### src/rtl/mux_pkg.sv
// Shared definitions for the scanning N-channel multiplexer.
//   MODE_MANUAL / MODE_SCAN : encodings of the mode input.
//   clog2_min1()            : counter width helper that never returns 0.
package mux_pkg;

    localparam logic MODE_MANUAL = 1'b0;
    localparam logic MODE_SCAN   = 1'b1;

    // $clog2(1) is 0, which is not a legal vector width; clamp to 1.
    function automatic int clog2_min1(input int value);
        int r;
        r = $clog2(value);
        return (r < 1) ? 1 : r;
    endfunction

endpackage

### src/rtl/mux_nw_scan_if.sv
// Bus between channel sources / control and the scanning multiplexer.
//   din       : N packed channels, channel i = din[i*WIDTH +: WIDTH]
//   sel_in    : channel index latched on sel_load
//   sel_load  : one-cycle load strobe (honoured only while enable = 1)
//   mode      : MODE_MANUAL / MODE_SCAN
//   enable    : advance/sample enable
//   dout      : registered selected channel
//   dout_valid, sel_cur, wrap, sel_err : status back to the consumer
// Handshake: dout_valid is a pure valid with no ready. The consumer samples
// dout on every rising edge where dout_valid is 1; there is no backpressure,
// so a cycle with dout_valid = 0 simply carries no new sample.
interface mux_nw_scan_if #(
    parameter int WIDTH = 8,
    parameter int N     = 4
);
    import mux_pkg::*;

    localparam int SELW = $clog2(N);

    logic [N*WIDTH-1:0] din;
    logic [SELW-1:0]    sel_in;
    logic               sel_load;
    logic               mode;
    logic               enable;
    logic [WIDTH-1:0]   dout;
    logic               dout_valid;
    logic [SELW-1:0]    sel_cur;
    logic               wrap;
    logic               sel_err;

    modport master (
        output din, sel_in, sel_load, mode, enable,
        input  dout, dout_valid, sel_cur, wrap, sel_err
    );

    modport slave (
        input  din, sel_in, sel_load, mode, enable,
        output dout, dout_valid, sel_cur, wrap, sel_err
    );

endinterface

### src/rtl/mux_dwell_cnt.sv
// Dwell counter for SCAN mode: counts enabled cycles 0..DWELL-1 and wraps.
//   clk, rst_n : clock, asynchronous active-low reset
//   en         : count this cycle
//   clr        : force count to 0 (wins over en)
//   tc         : terminal count, high when count == DWELL-1 and en = 1
module mux_dwell_cnt
    import mux_pkg::*;
#(
    parameter int DWELL = 4
) (
    input  logic clk,
    input  logic rst_n,
    input  logic en,
    input  logic clr,
    output logic tc
);

    localparam int CW = clog2_min1(DWELL);
    localparam logic [CW-1:0] TERM = CW'(DWELL - 1);

    logic [CW-1:0] cnt;

    always_ff @(posedge clk or negedge rst_n) begin
        if (!rst_n) begin
            cnt <= '0;
        end else if (clr) begin
            cnt <= '0;
        end else if (en) begin
            cnt <= (cnt == TERM) ? '0 : cnt + CW'(1);
        end
    end

    assign tc = en && (cnt == TERM);

endmodule

### src/rtl/mux_nw_scan.sv
// N-channel, WIDTH-bit multiplexer with registered output and two select
// modes: MANUAL (select loaded from sel_in) and SCAN (select rotates through
// all channels, DWELL enabled cycles per channel).
//   clk, rst_n : clock, asynchronous active-low reset
//   bus        : mux_nw_scan_if slave (channels, control, dout and status)
module mux_nw_scan
    import mux_pkg::*;
#(
    parameter int WIDTH = 8,
    parameter int N     = 4,
    parameter int DWELL = 4
) (
    input  logic          clk,
    input  logic          rst_n,
    mux_nw_scan_if.slave  bus
);

    localparam int SELW = $clog2(N);
    localparam logic [SELW:0]   N_EXT    = (SELW + 1)'(N);
    localparam logic [SELW-1:0] SEL_LAST = SELW'(N - 1);

    logic [SELW-1:0]  sel_q;
    logic             wrap_q;
    logic             err_q;
    logic [WIDTH-1:0] dout_q;
    logic             valid_q;

    logic             in_range;
    logic             load_ok;
    logic             load_bad;
    logic             scan_en;
    logic             dwell_clr;
    logic             dwell_tc;
    logic [WIDTH-1:0] chan;

    assign in_range  = ({1'b0, bus.sel_in} < N_EXT);
    assign load_ok   = bus.enable && bus.sel_load && in_range;
    assign load_bad  = bus.enable && bus.sel_load && !in_range;
    assign scan_en   = bus.enable && (bus.mode == MODE_SCAN);
    // MANUAL keeps the dwell count at 0, so a later switch to SCAN starts a
    // full DWELL period; a valid load also restarts the dwell period.
    assign dwell_clr = load_ok || (bus.enable && (bus.mode == MODE_MANUAL));

    mux_dwell_cnt #(
        .DWELL (DWELL)
    ) u_dwell (
        .clk   (clk),
        .rst_n (rst_n),
        .en    (scan_en),
        .clr   (dwell_clr),
        .tc    (dwell_tc)
    );

    // Select register. A valid load beats the scan step, and suppresses wrap
    // even if the select was N-1 on a terminal edge.
    always_ff @(posedge clk or negedge rst_n) begin
        if (!rst_n) begin
            sel_q  <= '0;
            wrap_q <= 1'b0;
            err_q  <= 1'b0;
        end else begin
            wrap_q <= 1'b0;
            err_q  <= load_bad;
            if (load_ok) begin
                sel_q <= bus.sel_in;
            end else if (dwell_tc) begin
                sel_q  <= (sel_q == SEL_LAST) ? '0 : sel_q + SELW'(1);
                wrap_q <= (sel_q == SEL_LAST);
            end
        end
    end

    // sel_q is always < N, so the part-select stays inside din.
    assign chan = bus.din[int'(sel_q) * WIDTH +: WIDTH];

    always_ff @(posedge clk or negedge rst_n) begin
        if (!rst_n) begin
            dout_q  <= '0;
            valid_q <= 1'b0;
        end else if (bus.enable) begin
            dout_q  <= chan;
            valid_q <= 1'b1;
        end else begin
            valid_q <= 1'b0;
        end
    end

    assign bus.dout       = dout_q;
    assign bus.dout_valid = valid_q;
    assign bus.sel_cur    = sel_q;
    assign bus.wrap       = wrap_q;
    assign bus.sel_err    = err_q;

endmodule

### src/flat_wrapper.sv
// flat-port wrapper written by rule: the top's interface ports become plain ports
module mux_nw_scan_flat import mux_pkg::*;
#(
    parameter int WIDTH = 8,
    parameter int N     = 4,
    parameter int DWELL = 4
)
  (clk, rst_n, bus_din, bus_sel_in, bus_sel_load, bus_mode, bus_enable, bus_dout, bus_dout_valid, bus_sel_cur, bus_wrap, bus_sel_err);
  mux_nw_scan_if #(.WIDTH(WIDTH), .N(N)) bus_i ();
  input  logic clk;
  input  logic rst_n;
  input wire logic [$bits(bus_i.din)-1:0] bus_din;
  input wire logic [$bits(bus_i.sel_in)-1:0] bus_sel_in;
  input wire logic [$bits(bus_i.sel_load)-1:0] bus_sel_load;
  input wire logic [$bits(bus_i.mode)-1:0] bus_mode;
  input wire logic [$bits(bus_i.enable)-1:0] bus_enable;
  output wire logic [$bits(bus_i.dout)-1:0] bus_dout;
  output wire logic [$bits(bus_i.dout_valid)-1:0] bus_dout_valid;
  output wire logic [$bits(bus_i.sel_cur)-1:0] bus_sel_cur;
  output wire logic [$bits(bus_i.wrap)-1:0] bus_wrap;
  output wire logic [$bits(bus_i.sel_err)-1:0] bus_sel_err;
  assign bus_i.din = bus_din;
  assign bus_i.sel_in = bus_sel_in;
  assign bus_i.sel_load = bus_sel_load;
  assign bus_i.mode = bus_mode;
  assign bus_i.enable = bus_enable;
  assign bus_dout = bus_i.dout;
  assign bus_dout_valid = bus_i.dout_valid;
  assign bus_sel_cur = bus_i.sel_cur;
  assign bus_wrap = bus_i.wrap;
  assign bus_sel_err = bus_i.sel_err;
  mux_nw_scan #(.WIDTH(WIDTH), .N(N), .DWELL(DWELL)) u_core (.clk(clk), .rst_n(rst_n), .bus(bus_i));
endmodule
### config.mk
export PLATFORM = sky130hd
export DESIGN_NAME = mux_nw_scan_flat
export DESIGN_NICKNAME = d
export VERILOG_FILES = /design/src/rtl/mux_pkg.sv /design/src/rtl/mux_nw_scan_if.sv /design/src/rtl/mux_dwell_cnt.sv /design/src/rtl/mux_nw_scan.sv /design/src/flat_wrapper.sv
export SDC_FILE = /design/constraint.sdc
export NUM_CORES = 1
export LEC_CHECK = 0
export ABC_CLOCK_PERIOD_IN_PS = 1100
export CAP_MARGIN = 20
export CELL_PAD_IN_SITES_DETAIL_PLACEMENT = 1
export CELL_PAD_IN_SITES_GLOBAL_PLACEMENT = 2
export CORE_MARGIN = 1
export CORE_UTILIZATION = 19
export CTS_BUF_LIST = sky130_fd_sc_hd__clkbuf_16
export CTS_CLUSTER_DIAMETER = 120
export DETAILED_ROUTE_END_ITERATION = 12
export PLACE_DENSITY = 0.84
export SETUP_SLACK_MARGIN = 0.15
export SLEW_MARGIN = 20
export SYNTH_ARGS = -nofsm -noshare
export SYNTH_HDL_FRONTEND = slang
export SYNTH_SLANG_ARGS = --single-unit
export TNS_END_PERCENT = 30
### constraint.sdc
create_clock -name clk -period 1.1 [get_ports clk]
set_clock_uncertainty 0.05 [all_clocks]
set_input_delay 0.165 -clock clk [delete_from_list [all_inputs] [get_ports clk]]
set_output_delay 0.165 -clock clk [all_outputs]
set_load 0.01 [all_outputs]
# Word level (Yosys, flattened, before mapping)
# Index checks and enable logic that the tools add are counted.
[classes]
shift = 1
bitwise_logic = 1
order_cmp = 0
mul = 0
div = 0
addsub = 2
muxes = 9
n_reduce_logical = 7
n_eq_ne = 2
[op_table]
columns = ["op", "n"]
rows = [
  ["$shiftx 32x6->8", 1],
  ["$mux 2", 6],
  ["$add 2x1->2 const B", 2],
  ["$eq 2x2->1 const B", 2],
  ["$logic_and 1x1->1", 4],
  ["$reduce_bool 2->1", 2],
  ["$mux 1", 3],
  ["$logic_or 1x1->1", 1],
  ["$not 1->1", 1],
]
[word_totals]
register_bits = 14
output_inout_bits = 13
wordCells = 27
mem_count = 0
latch_bits = 0
ram_bits = 0
rom_bits = 0

# Logic depth before layout (Yosys ltp)
[depth]
word_depth = 4
ltp_mapped = 5
ltp_nobuf = 4

# Hierarchy
# From an unflattened synthesis, not the netlist that was laid out.
[hier_totals]
hier_cells = 73
area_unflattened_um2 = 830.8
[by_module_without_submodules]
columns = ["module", "seq_area_each_um2", "cells_each", "n_inst", "area_per_inst_um2"]
rows = [
  ["mux_nw_scan", 300.3, 64, 1, 724.4],
  ["mux_dwell_cnt", 50.0, 9, 1, 106.4],
]

# Least setup slack after synthesis
# Ideal clock, no wire load.
[synth_path]
path_type = "register to register"
start = "reg u_core.sel_q[0] (netlist: u_core.bus.sel_cur[0])"
end = "reg u_core.dout_q[0] (netlist: u_core.bus.dout[0])"
setup_slack_ns = -0.137
arrival_time_ns = 1.060
required_time_ns = 0.923
path_stages_with_launch = 5
synth_period_minus_slack_ns = 1.237
n_path_buf = 1
cell_sequence = "dfrtp_1 -> buf_6 -> mux2_4 -> a21oi_2 -> o21ai_1"
[synth_via]
elab_chain_len = 1
[synth_lines]
columns = ["element", "line_no", "source"]
rows = [
  ["start: declaration", "mux_nw_scan.sv:22", "logic [SELW-1:0] sel_q;"],
  ["start signal: assignment", "mux_nw_scan.sv:65", "sel_q <= bus.sel_in;"],
  ["start signal: assignment", "mux_nw_scan.sv:67", "sel_q <= (sel_q == SEL_LAST) ? '0 : sel_q + SELW'(1);"],
  ["$shiftx 32x6->8", "mux_nw_scan.sv:74", "assign chan = bus.din[int'(sel_q) * WIDTH +: WIDTH];"],
  ["end signal: assignment", "mux_nw_scan.sv:81", "dout_q <= chan;"],
  ["end: declaration", "mux_nw_scan.sv:25", "logic [WIDTH-1:0] dout_q;"],
]
# No other way between the ends.
# A chain may end at the register's enable or synchronous reset.

# Worst setup path in the final report
[layout_path]
start = "reg u_core.sel_q[0] (netlist: u_core.bus.sel_cur[0])"
end = "reg u_core.dout_q[3] (netlist: u_core.bus.dout[3])"
# Same word-level chain as after synthesis.

==> reports/qor.txt <==
status: complete, but fails checks
violated checks: DRC, setup timing
syn avg cell area: 10.99 µm²
antenna-violating nets left: 0
vias in the first global route: 929
die width: 71.29 µm
DP Area: 1494 µm²
row count: 24
cell taking the most area after synthesis: dfrtp_1
Min Hold Slack: 0.1930 ns
Syn Std Cell Area: 912.1 µm²
HPWL after detailed placement: 2178 µm
f_max: 785.0 MHz
Post-Place Cells: 187
root buffer cell: clkbuf_16
startpoint types: register
# H-tree levels: 1
Reg clk slew, reported paths: 0.05 ns
# fillers: 497
fin crit period: 1.274 ns
1st-iter DRT viols: 18
Crit. End Element: register
Post-Layout Inst Area: 1597 µm²
worst reg-to-reg setup slack: -0.17 ns
Avg WL per Cell: 13.98 µm
CTS Buf Count: 3
final hold viol count: 0
largest net degree at the start of global routing: 15
largest cells by area after synthesis: dfrtp_1, mux2_4, mux2i_1
setup TNS: -1.633 ns
die area: 5082 µm²
leakage: 0.7283 nW
Multi-input gate area: 526.8 µm²
CTS tree: built
Syn Nets: 124
Syn. warnings: 0
Worst R2R Start: u_core.bus.sel_cur[0]
Worst Path Arrival: 1.33 ns
Yosys cell types: 22
DR vias: 844
Yosys top cell area share: 0.3841
ant diodes: 0
Clk Latency, worst-skew pair: 0.24 ns
routed wire length: 2726 µm
Hold-fix buffers, CTS: 0
max-slew violation count: 0
critical path class: register to register
CP Max Fanout: 10
R2R Path End: u_core.bus.dout[3]
P&R area growth vs syn: 75.03%
Final #Nets: 186
first-pass GRT wire length: 4243 µm
Setup WS post-layout: -0.1740 ns
Post-route DRC: 4
PortBufs: 50
io pins: 52
Final Cycle Share: 1.158
antenna violations before repair: 0
HP Class: primary input to async pin
RSZ-0062 raised after global routing: yes
layout cells sized above 1: 0.3497
CTS max path bufs: 2
sequential standard cell area: 351.6 µm²
Worst R2R Path Depth: 4
pre-CTS setup slack: -0.3543 ns
pwr dens: 1573 nW/µm²
Starting Density: 0.2039
via/cell ratio: 4.328
register area share after synthesis: 0.3841
die height: 71.29 µm
CTS Sinks: 14
GRT overflow: 0
Required @ worst endpoint: 1.16 ns
post-synthesis cell count: 83
non-filler cells, final: 195
final core occ: 0.3568
flop and latch count out of synthesis: 14
Tot GR Track Use: 0.1099
Power Total: 2.512 mW
maxcap violations: 0
GP Congestion: 0.7005
drt pass-1 iters: 8
Final Setup Violations: 12
Peak VDD IR: 0.5464 mV
Core Box Area: 4474 µm²
==> state kept, by name, summed over array words and instances (netlist names) <==
signal and flops:
u_core.bus.dout 8, u_core.bus.dout_valid 1, u_core.bus.sel_cur 2, u_core.bus.wrap 1, u_core.u_dwell.cnt 2
==> routing by layer <==
| layer | routed length [µm] | track usage | vias up |
|---|---|---|---|
| met3 | 157 | 0.02110 | 2 |
| met4 | 40 | 0.05333 | 0 |
| met2 | 1463 | 0.2095 | 30 |
| met1 | 1064 | 0.1145 | 401 |
| li1 | - | - | 411 |
| met5 | 0 | 0 | - |
==> critical path: stages, from the launching register on <==
cell and delay, ns:
dfrtp_2 0.44, buf_12 0.16, mux2_4 0.30, a21oi_2 0.12, o21ai_1 0.08
==> worst max path at each step <==
stage                           from                    end  slack [ns]  cells after the start
6_report       u_core.bus.sel_cur[0]     u_core.bus.dout[3]       -0.17                      4
5_1_grt        u_core.bus.sel_cur[0]     u_core.bus.dout[6]       -0.24                      4
4_1_cts        u_core.bus.sel_cur[0]     u_core.bus.dout[3]       -0.18                      4
3_5_place_dp              bus_enable     u_core.bus.dout[3]       -0.35                      4
3_3_place_gp              bus_enable  u_core.bus.sel_cur[1]       -0.32                      5
2_1_floorplan  u_core.bus.sel_cur[0]     u_core.bus.dout[0]       -0.12                      4
==> cell usage after synthesis <==
cell type and instances:
conb_1 1, a21o_1 1, buf_6 4, nor2_1 1, o31ai_1 1, nand2_1 4, mux2i_1 10, o21ai_0 1
o21ai_1 8, nand2b_1 1, nor2_2 1, mux2_4 8, nand3_1 1, a21oi_1 3, inv_1 1, nor2b_1 9
and2b_1 1, a31oi_1 2, buf_4 2, ha_1 2, dfrtp_1 14, a21oi_2 7
==> cell families (layout without fill, tap and decap cells) <==
| group | after synthesis | in the layout | share of synthesized area |
|---|---|---|---|
| flops | 14 | 14 | 0.3841 |
| fa+ha+maj | 2 | 2 | 0.02743 |
| simple gates | 18 | 18 | 0.1097 |
| other cells | 1 | 1 | 0.004111 |
| mux | 18 | 18 | 0.2414 |
| buf+inv | 7 | 67 | 0.06995 |
| compound gates | 23 | 23 | 0.1632 |
==> power by group <==
part           switching (mW)  internal [mW]
Combinational           0.465          0.639
Sequential             0.0909          0.644
Clock                   0.198          0.475
==> layout make-up <==
class                      count  area share
timing repair buffer          63      0.3597
multi-input combinational     62      0.3299
sequential                    14      0.2202
clock buffer                   3     0.04702
tap                           52     0.04075
inverter                       1    0.002351
==> what timing repair did <==
| item | 4_1_cts | 5_1_grt |
|---|---|---|
| setup buffers | 4 | 1 |
| endpoints found under the setup margin | 25 | 25 |
| resized for setup | 50 | 8 |
| pin swaps | 2 | 1 |
| endpoints found under the hold margin | 0 | 0 |
==> cell usage in the layout, fill, tap and decap left out, drive strengths merged <==
master / instances
a21o: 1
a21oi: 10
a31oi: 2
and2b: 1
buf: 24
clkbuf: 3
clkdlybuf4s50: 37
conb: 1
dfrtp: 14
dlygate4sd2: 1
dlymetal6s2s: 1
ha: 2
inv: 1
mux2: 8
mux2i: 10
nand2: 4
nand2b: 1
nand3: 1
nor2: 2
nor2b: 9
o21ai: 9
o31ai: 1
Power figures use the tool's default switching activity.
